### src/rtl/conv_pkg.sv
// conv_pkg: FSM encoding plus accumulator sizing and saturation limits for conv2d_stream.
package conv_pkg;
  typedef enum logic {K_LOAD, STREAM} state_t;
  function automatic int acc_bits(input int bits, input int k);
    return 2 * bits + 1 + $clog2(k * k);
  endfunction
  function automatic int sat_hi(input int bits);
    return (1 << (bits - 1)) - 1;
  endfunction
  function automatic int sat_lo(input int bits);
    return -(1 << (bits - 1));
  endfunction
endpackage

### src/rtl/conv_line_buffer.sv
// conv_line_buffer: DEPTH-deep shift-register delay line that advances only when en_i is high.
module conv_line_buffer #(
  parameter int BITS  = 9,
  parameter int DEPTH = 16
) (
  input  logic            clk,
  input  logic            rst,
  input  logic            en_i,
  input  logic [BITS-1:0] din_i,
  output logic [BITS-1:0] dout_o
);
  logic [BITS-1:0] mem_q [DEPTH];
  always_ff @(posedge clk or posedge rst)
    if (rst) begin
      for (int i = 0; i < DEPTH; i++) mem_q[i] <= '0;
    end else if (en_i) begin
      mem_q[0] <= din_i;
      for (int i = 1; i < DEPTH; i++) mem_q[i] <= mem_q[i-1];
    end
  assign dout_o = mem_q[DEPTH-1];
endmodule

### src/rtl/conv2d_stream.sv
// conv2d_stream: streaming KxK valid-mode 2-D convolution with handshaked kernel load, pixel input and output.
// Define CONV_RELU_EN to force negative saturated results to zero.
module conv2d_stream
  import conv_pkg::*;
#(
  parameter int BITS        = 9,
  parameter int KERNEL_SIZE = 3,
  parameter int IMG_WIDTH   = 16,
  parameter int IMG_HEIGHT  = 16
) (
  input  logic            clk,
  input  logic            reset,
  input  logic            kernel_valid,
  input  logic [BITS-1:0] kernel_in,
  output logic            kernel_ready,
  input  logic            kernel_reload,
  input  logic            pix_valid,
  input  logic [BITS-1:0] pix_in,
  output logic            pix_ready,
  output logic            out_valid,
  output logic [BITS-1:0] out_pixel,
  output logic            out_last,
  input  logic            out_ready
);
  localparam int K        = KERNEL_SIZE;
  localparam int N        = K * K;
  localparam int ACC_BITS = acc_bits(BITS, K);
  localparam int PB       = 2 * BITS + 1;
  localparam int CW       = $clog2(IMG_WIDTH);
  localparam int RW       = $clog2(IMG_HEIGHT);
  localparam int IW       = $clog2(N);
  localparam logic signed [ACC_BITS-1:0] SAT_HI = ACC_BITS'(sat_hi(BITS));
  localparam logic signed [ACC_BITS-1:0] SAT_LO = ACC_BITS'(sat_lo(BITS));

  state_t state_q, state_d;
  logic [IW-1:0] kidx_q;
  logic signed [BITS-1:0] coef_q [N];
  logic [CW-1:0] col_q;
  logic [RW-1:0] row_q;
  logic [BITS-1:0] col0 [K];
  logic [BITS-1:0] win_q [K][1:K-1];
  logic [BITS-1:0] tap [N];
  logic signed [PB-1:0] prod_q [N];
  logic v1_q, last1_q, out_valid_q, out_last_q;
  logic [BITS-1:0] out_pixel_q, sat, res;
  logic signed [ACC_BITS-1:0] sum;
  logic adv, kacc, acc, reload_go, col_end, row_end, win_ok;

  assign adv          = !out_valid_q || out_ready;
  assign kernel_ready = state_q == K_LOAD;
  assign kacc         = kernel_valid && kernel_ready;
  assign reload_go    = state_q == STREAM && kernel_reload && row_q == '0 && col_q == '0;
  assign pix_ready    = state_q == STREAM && adv && !reload_go;
  assign acc          = pix_valid && pix_ready;
  assign col_end      = col_q == CW'(IMG_WIDTH - 1);
  assign row_end      = row_q == RW'(IMG_HEIGHT - 1);
  assign win_ok       = row_q >= RW'(K - 1) && col_q >= CW'(K - 1);
  assign out_valid    = out_valid_q;
  assign out_pixel    = out_pixel_q;
  assign out_last     = out_last_q;

  always_comb begin
    state_d = state_q;
    if (kacc && kidx_q == IW'(N - 1)) state_d = STREAM;
    if (reload_go) state_d = K_LOAD;
  end

  // col0[i] is x(r-i, c): the incoming pixel followed by each line buffer's output
  assign col0[0] = pix_in;
  for (genvar i = 1; i < K; i++) begin : g_lb
    conv_line_buffer #(.BITS(BITS), .DEPTH(IMG_WIDTH)) u_lb (
      .clk, .rst(reset), .en_i(acc), .din_i(col0[i-1]), .dout_o(col0[i])
    );
  end

  for (genvar i = 0; i < K; i++) begin : g_row
    assign tap[i*K] = col0[i];
    for (genvar j = 1; j < K; j++) begin : g_col
      assign tap[i*K+j] = win_q[i][j];
    end
  end

  always_ff @(posedge clk or posedge reset)
    if (reset) begin
      state_q <= K_LOAD;
      kidx_q  <= '0;
      col_q   <= '0;
      row_q   <= '0;
      for (int n = 0; n < N; n++) coef_q[n] <= '0;
      for (int i = 0; i < K; i++)
        for (int j = 1; j < K; j++) win_q[i][j] <= '0;
    end else begin
      state_q <= state_d;
      if (kacc) begin
        coef_q[kidx_q] <= kernel_in;
        kidx_q <= kidx_q == IW'(N - 1) ? '0 : kidx_q + IW'(1);
      end
      if (acc) begin
        col_q <= col_end ? '0 : col_q + CW'(1);
        if (col_end) row_q <= row_end ? '0 : row_q + RW'(1);
        for (int i = 0; i < K; i++)
          for (int j = 1; j < K; j++) win_q[i][j] <= tap[i*K+j-1];
      end
    end

  always_comb begin
    sum = '0;
    for (int n = 0; n < N; n++) sum = sum + ACC_BITS'(prod_q[n]);
    sat = sum > SAT_HI ? SAT_HI[BITS-1:0] : sum < SAT_LO ? SAT_LO[BITS-1:0] : sum[BITS-1:0];
`ifdef CONV_RELU_EN
    res = sat[BITS-1] ? '0 : sat;
`else
    res = sat;
`endif
  end

  // Both stages move together on adv, so a blocked output freezes the whole pipe
  always_ff @(posedge clk or posedge reset)
    if (reset) begin
      v1_q        <= 1'b0;
      last1_q     <= 1'b0;
      out_valid_q <= 1'b0;
      out_last_q  <= 1'b0;
      out_pixel_q <= '0;
      for (int n = 0; n < N; n++) prod_q[n] <= '0;
    end else if (adv) begin
      v1_q        <= acc && win_ok;
      last1_q     <= acc && row_end && col_end;
      for (int n = 0; n < N; n++) prod_q[n] <= PB'(coef_q[n]) * PB'($signed({1'b0, tap[n]}));
      out_valid_q <= v1_q;
      out_last_q  <= last1_q;
      out_pixel_q <= res;
    end
endmodule

### config.mk
export PLATFORM = sky130hd
export DESIGN_NAME = conv2d_stream
export DESIGN_NICKNAME = d
export VERILOG_FILES = /design/src/rtl/conv_pkg.sv /design/src/rtl/conv_line_buffer.sv /design/src/rtl/conv2d_stream.sv
export SDC_FILE = /design/constraint.sdc
export NUM_CORES = 2
export LEC_CHECK = 0
export BUFFER_PORTS_ARGS = -buffer_cell sky130_fd_sc_hd__buf_2
export CORE_MARGIN = 2
export CORE_UTILIZATION = 25
export CTS_CLUSTER_SIZE = 28
export DETAILED_ROUTE_END_ITERATION = 7
export PLACE_DENSITY = 0.38
export SYNTH_ARGS = -nofsm -noshare
export SYNTH_HDL_FRONTEND = slang
export SYNTH_SLANG_ARGS = --single-unit
### constraint.sdc
create_clock -name clk -period 37.8 [get_ports clk]
set_clock_uncertainty 0.05 [all_clocks]
set_input_delay 1.89 -clock clk [delete_from_list [all_inputs] [get_ports clk]]
set_output_delay 1.89 -clock clk [all_outputs]
set_load 0.05 [all_outputs]
After elaboration in Yosys (flattened, before gate mapping)
Index checks and enable logic that the tools add are counted.
{"block": "word_totals", "ram_bits": 0, "elab_cells": 122, "latchBits": 0, "n_memories": 0, "ff_bits": 584, "romBits": 0}
{"block": "classes", "reduce_logical": 20, "order_cmp": 6, "div_mod_pow": 0, "mul": 9, "eq_ne": 3, "muxes": 10, "bitwise": 2, "shifts": 0, "addsub": 11}
{"cell": "$mul A9 B10 Y19", "n": 9}
{"cell": "$add A23 B19 Y23", "n": 4}
{"cell": "$bwmux W81", "n": 1}
{"cell": "$demux W9 S4", "n": 1}
{"cell": "$mux W9", "n": 3}
{"cell": "$add A22 B19 Y23", "n": 1}
{"cell": "$gt A23 B9 Y1 const B", "n": 1}
{"cell": "$lt A23 B9 Y1 const B", "n": 1}
{"cell": "$add A21 B19 Y22", "n": 1}
{"cell": "$add A20 B19 Y21", "n": 1}
{"cell": "$add A19 B19 Y20", "n": 1}
{"cell": "$logic_and A1 B1 Y1", "n": 13}
{"cell": "$add A4 B1 Y4 const B", "n": 3}
{"cell": "$eq A4 B4 Y1 const B", "n": 3}
{"cell": "$mux W4", "n": 3}
{"cell": "$ge A4 B2 Y1 const B", "n": 2}
{"cell": "$logic_not A4 Y1", "n": 2}
{"cell": "$ge A5 B5 Y1 const B", "n": 1}
{"cell": "$lt A5 B1 Y1 const B", "n": 1}
{"cell": "$not A4 Y5", "n": 1}
{"cell": "$logic_not A1 Y1", "n": 2}
{"cell": "$mux W1", "n": 2}
{"cell": "$reduce_and A2 Y1", "n": 1}
{"cell": "$reduce_bool A2 Y1", "n": 1}
{"cell": "other kinds (2)", "n": 2}

Logic depth before layout (Yosys ltp)
{"block": "depth", "ltp_word": 11, "ltp_mapped": 22}

Hierarchy
A second synthesis with hierarchy kept.
{"block": "hier_totals", "cells_unflattened": 5055, "hier_area_um2": 52629.2}
{"mod": "conv2d_stream", "instances": 1, "area_per_inst_um2": 41325.9, "seq_area_each_um2": 8308.0, "cells_each": 4427}
{"mod": "conv_line_buffer", "instances": 2, "area_per_inst_um2": 5651.7, "seq_area_each_um2": 3603.5, "cells_each": 314}

Worst setup path before layout
OpenSTA, ideal clock, no wires.
{"block": "synth_path", "path_kind": "input -> register", "from": "input pix_in[5]", "to": "register prod_q[169] in the netlist's numbering", "required_ps": 37616, "arrival_ps": 6455, "stages": 21, "setup_ps": 134, "path_slack_ps": 31161, "cell_sequence": "clkbuf_1 -> nand2_1 -> fa_1 -> fa_1 -> inv_1 -> ha_1 -> inv_1 -> fa_1 -> inv_1 -> ha_1 -> ha_1 -> fa_1 -> a21o_1 -> a21oi_1 -> o21bai_1 -> a21oi_1 -> o21bai_1 -> a21bo_2 -> o41ai_1 -> xor2_1 -> o21ai_0"}
{"block": "synth_between", "elab_chain_cells": 1}
{"element": "from (decl)", "line_no": "conv2d_stream.sv:18", "source": "input logic [BITS-1:0] pix_in,"}
{"element": "$mul A9 B10 Y19", "line_no": "conv2d_stream.sv:129", "source": "for (int n = 0; n < N; n++) prod_q[n] <= PB'(coef_q[n]) * PB'($signed({1'b0, tap[n]}));"}
{"element": "to (decl)", "line_no": "conv2d_stream.sv:43", "source": "logic signed [PB-1:0] prod_q [N];"}
No other way between the ends.
A chain may end at the register's enable or synchronous reset.

Final worst setup path
{"block": "layout_path", "from": "input pix_in[4]", "to": "register prod_q[169] in the netlist's numbering"}
Same word-level chain as after synthesis.

==> run metrics <==
share of cells above drive strength 1 5.64%; initial antenna violation count 16; Top Layer Used met5; cells after synthesis 5482; DRT antenna net count 0; Final Max Tran Viols 0; Chip Height 454 um; Hold Violations, Final 0; commonest non-fill, non-tap cells in the layout 1499 x nand2_1, 801 x inv_1, 586 x fa_1; vias in the first global route 37200; met3 routed WL 5330 um; max incr delay on CP 550 ps; Post-synth EDFFs 0; clk root buf clkbuf_16; critical path arrival 6790 ps; FILL cells 21600; largest net degree at the start of global routing 167; Post-CTS Setup Inserts 0; Max rail drop VDD 224 uV; Final #Nets 6499; CTS Buffer Depth 3; crit end category flip-flop; DRC errors left 0; Max Fclk 0.158 GHz; Worst-path clk slew 60 ps; most common cell after layout, fill and taps aside nand2_1; Post-CTS Hold Buffers 0; final RePlAce weighted congestion 0.784; PwrDens 92.7 nW/um2; met1 WL 67200 um; synthesized area 50700 um2; Ys Warns 0; area grow syn2layout 11.0%; max-capacitance violation count 0; via count 34500; Worst slew margin 33.5%; CP max stage cell fa_1; Tot GR Track Use 13.8%; synthesized area per cell 9.24 um2; HP Class reg2reg; CTS tree yes; Sink Count 584; number of distinct library cells after synthesis 59; syn_nets 6620; worst skew pair latency 710 ps; top_reg_cell synth dfrtp_1; DR WL/cell 17.0 um; Setup TNS 0 ps; die extent in x 454 um; Initial Util 25.1%; register area share after synthesis 28.8%; 1st-iter DRT viols 1920; RSZ-0062 raised after global routing false; dpl hpwl 103000 um; CP max FO 10; synthesized flop and latch total 584; drt total wl 137000 um; Core ar. 202000 um2; drt first pass iters 5; Via density 4.26; CTS buffer count 78; routed length on met2 61800 um; # rows 165; Critical Path Source Type input port; P_leak 29.6 nW; Reg area 14600 um2; run status finished clean; hold slack 397 ps; Port Buffers 36; area of the multi-input gates 32100 um2; grt ovf 0; crit share post-route 16.7%; CP Class in2reg; num ports 37; worst-path cell chain buf_2 > nand2_1 > fa_1 > fa_1 > inv_1 > ha_1 > inv_1 > fa_1 > inv_1 > ha_1 > ha_1 > fa_1 > a21o_1 > a21oi_1 > o21bai_1 > a21oi_1 > o21bai_1 > a21bo_2 > o41ai_1 > xor2_1 > o21ai_0; Slew @ Worst Pin 997 ps; CP most frequent cell fa_1; Die ar. 206000 um2; CTS HTree Levels 3; first-pass GRT wire length 221000 um; minimum clock period 6330 ps; Async SR Flop Fraction 100%; CP required 38260 ps; CTS resizes 0; final setup violation count 0
==> registers in the layout, indices dropped and copies added (netlist names) <==
register and flops:
g_lb.u_lb.mem_q 261, prod_q 171, coef_q 81, tap 27, g_lb.u_lb.dout_o 18, out_pixel 9
col_q 4, kidx_q 4, row_q 4, last1_q 1, out_last 1, out_valid 1
state_q 1, v1_q 1
==> final timing paths <==
check                                  startpoint                      to  slack, ps  cells past startpoint
hold / removal             g_lb[2].u_lb.mem_q[66]  g_lb[2].u_lb.mem_q[57]        400                      2
hold reg to reg            g_lb[2].u_lb.mem_q[66]  g_lb[2].u_lb.mem_q[57]        400                      2
setup / recovery                        pix_in[4]             prod_q[169]      31470                     21
setup reg to reg                       prod_q[59]            out_pixel[4]      31840                     18
max in group asynchronous                   reset              prod_q[16]      33370                      5
min in group asynchronous                   reset  g_lb[1].u_lb.mem_q[99]       1300                      2
==> where the power goes <==
| group | internal [mW] | switching [mW] | total, mW |
|---|---|---|---|
| Clock | 0.463 | 0.318 | 0.782 |
| Sequential | 0.802 | 0.251 | 1.05 |
| Combinational | 1.33 | 2.05 | 3.38 |
==> cell families after synthesis <==
| family | count (synthesis) | share of synthesized area [%] |
|---|---|---|
| muxes | 87 | 1.93 |
| AOI/OAI and AO/OA | 422 | 5.27 |
| and+or+nand+nor | 2074 | 17.5 |
| adders and majority gates | 1114 | 36.2 |
| xor gates and xnor gates | 137 | 2.37 |
| buffers and inverters | 1064 | 7.90 |
| DFF | 584 | 28.8 |
==> stage by stage <==
stage / instance area, um2 / instances / setup slack [ps] / power (mW) / utilization, %
final: 56200 / 8102 / 31470 / 5.21 / 27.8
after global routing: 56200 / 8099 / 31080 / 5.81 / 27.8
after CTS: 56200 / 8097 / 31520 / 5.31 / 27.8
after detailed placement: 53500 / 7953 / 30790 / 4.47 / 26.5
after global placement: 53500 / 7953 / 30810 / 4.48 / 26.5
after floorplan: 50700 / 5482 / 19520 / 3.58 / -
==> metal layers <==
metal | vias up | GRT usage [%]
met4 | 8 | 3.08
li1 | 16600 | -
met3 | 146 | 2.22
met1 | 17400 | 19.7
met5 | - | 0
met2 | 394 | 21.8
==> cells in the mapped netlist (16+ instances only) <==
| master | number | area, um2 |
|---|---|---|
| a211oi_1 | 17 | 128 |
| a21o_1 | 33 | 248 |
| a21oi_1 | 165 | 826 |
| and2_1 | 262 | 1640 |
| and3_1 | 16 | 100 |
| clkbuf_1 | 251 | 942 |
| dfrtp_1 | 584 | 14600 |
| fa_1 | 586 | 11700 |
| ha_1 | 528 | 6610 |
| inv_1 | 802 | 3010 |
| mux2_2 | 87 | 980 |
| nand2_1 | 1500 | 5630 |
| nand2b_1 | 65 | 407 |
| nand3_1 | 27 | 135 |
| nor2_1 | 124 | 465 |
| nor2b_1 | 26 | 163 |
| nor3_1 | 24 | 120 |
| o211ai_1 | 17 | 128 |
| o21ai_0 | 82 | 410 |
| o21bai_1 | 29 | 218 |
| xnor2_1 | 79 | 692 |
| xor2_1 | 58 | 508 |
==> final cells by class <==
type	count	area share, %
multi-input combinational	3834	57.1
inverter	802	5.37
clock buffer	112	4.02
timing repair buffer	61	0.743
clock inverter	32	0.850
tap	2672	5.95
sequential	584	26.0
antenna	5	0.0223
==> critical path, delay by kind of cell <==
family,cells,cell delay (ps)
fa+ha+maj,7,2720
compound gates,8,1500
xor+xnor,1,190
simple gates,1,130
buf+inv,4,360
Power figures use the tool's default switching activity.
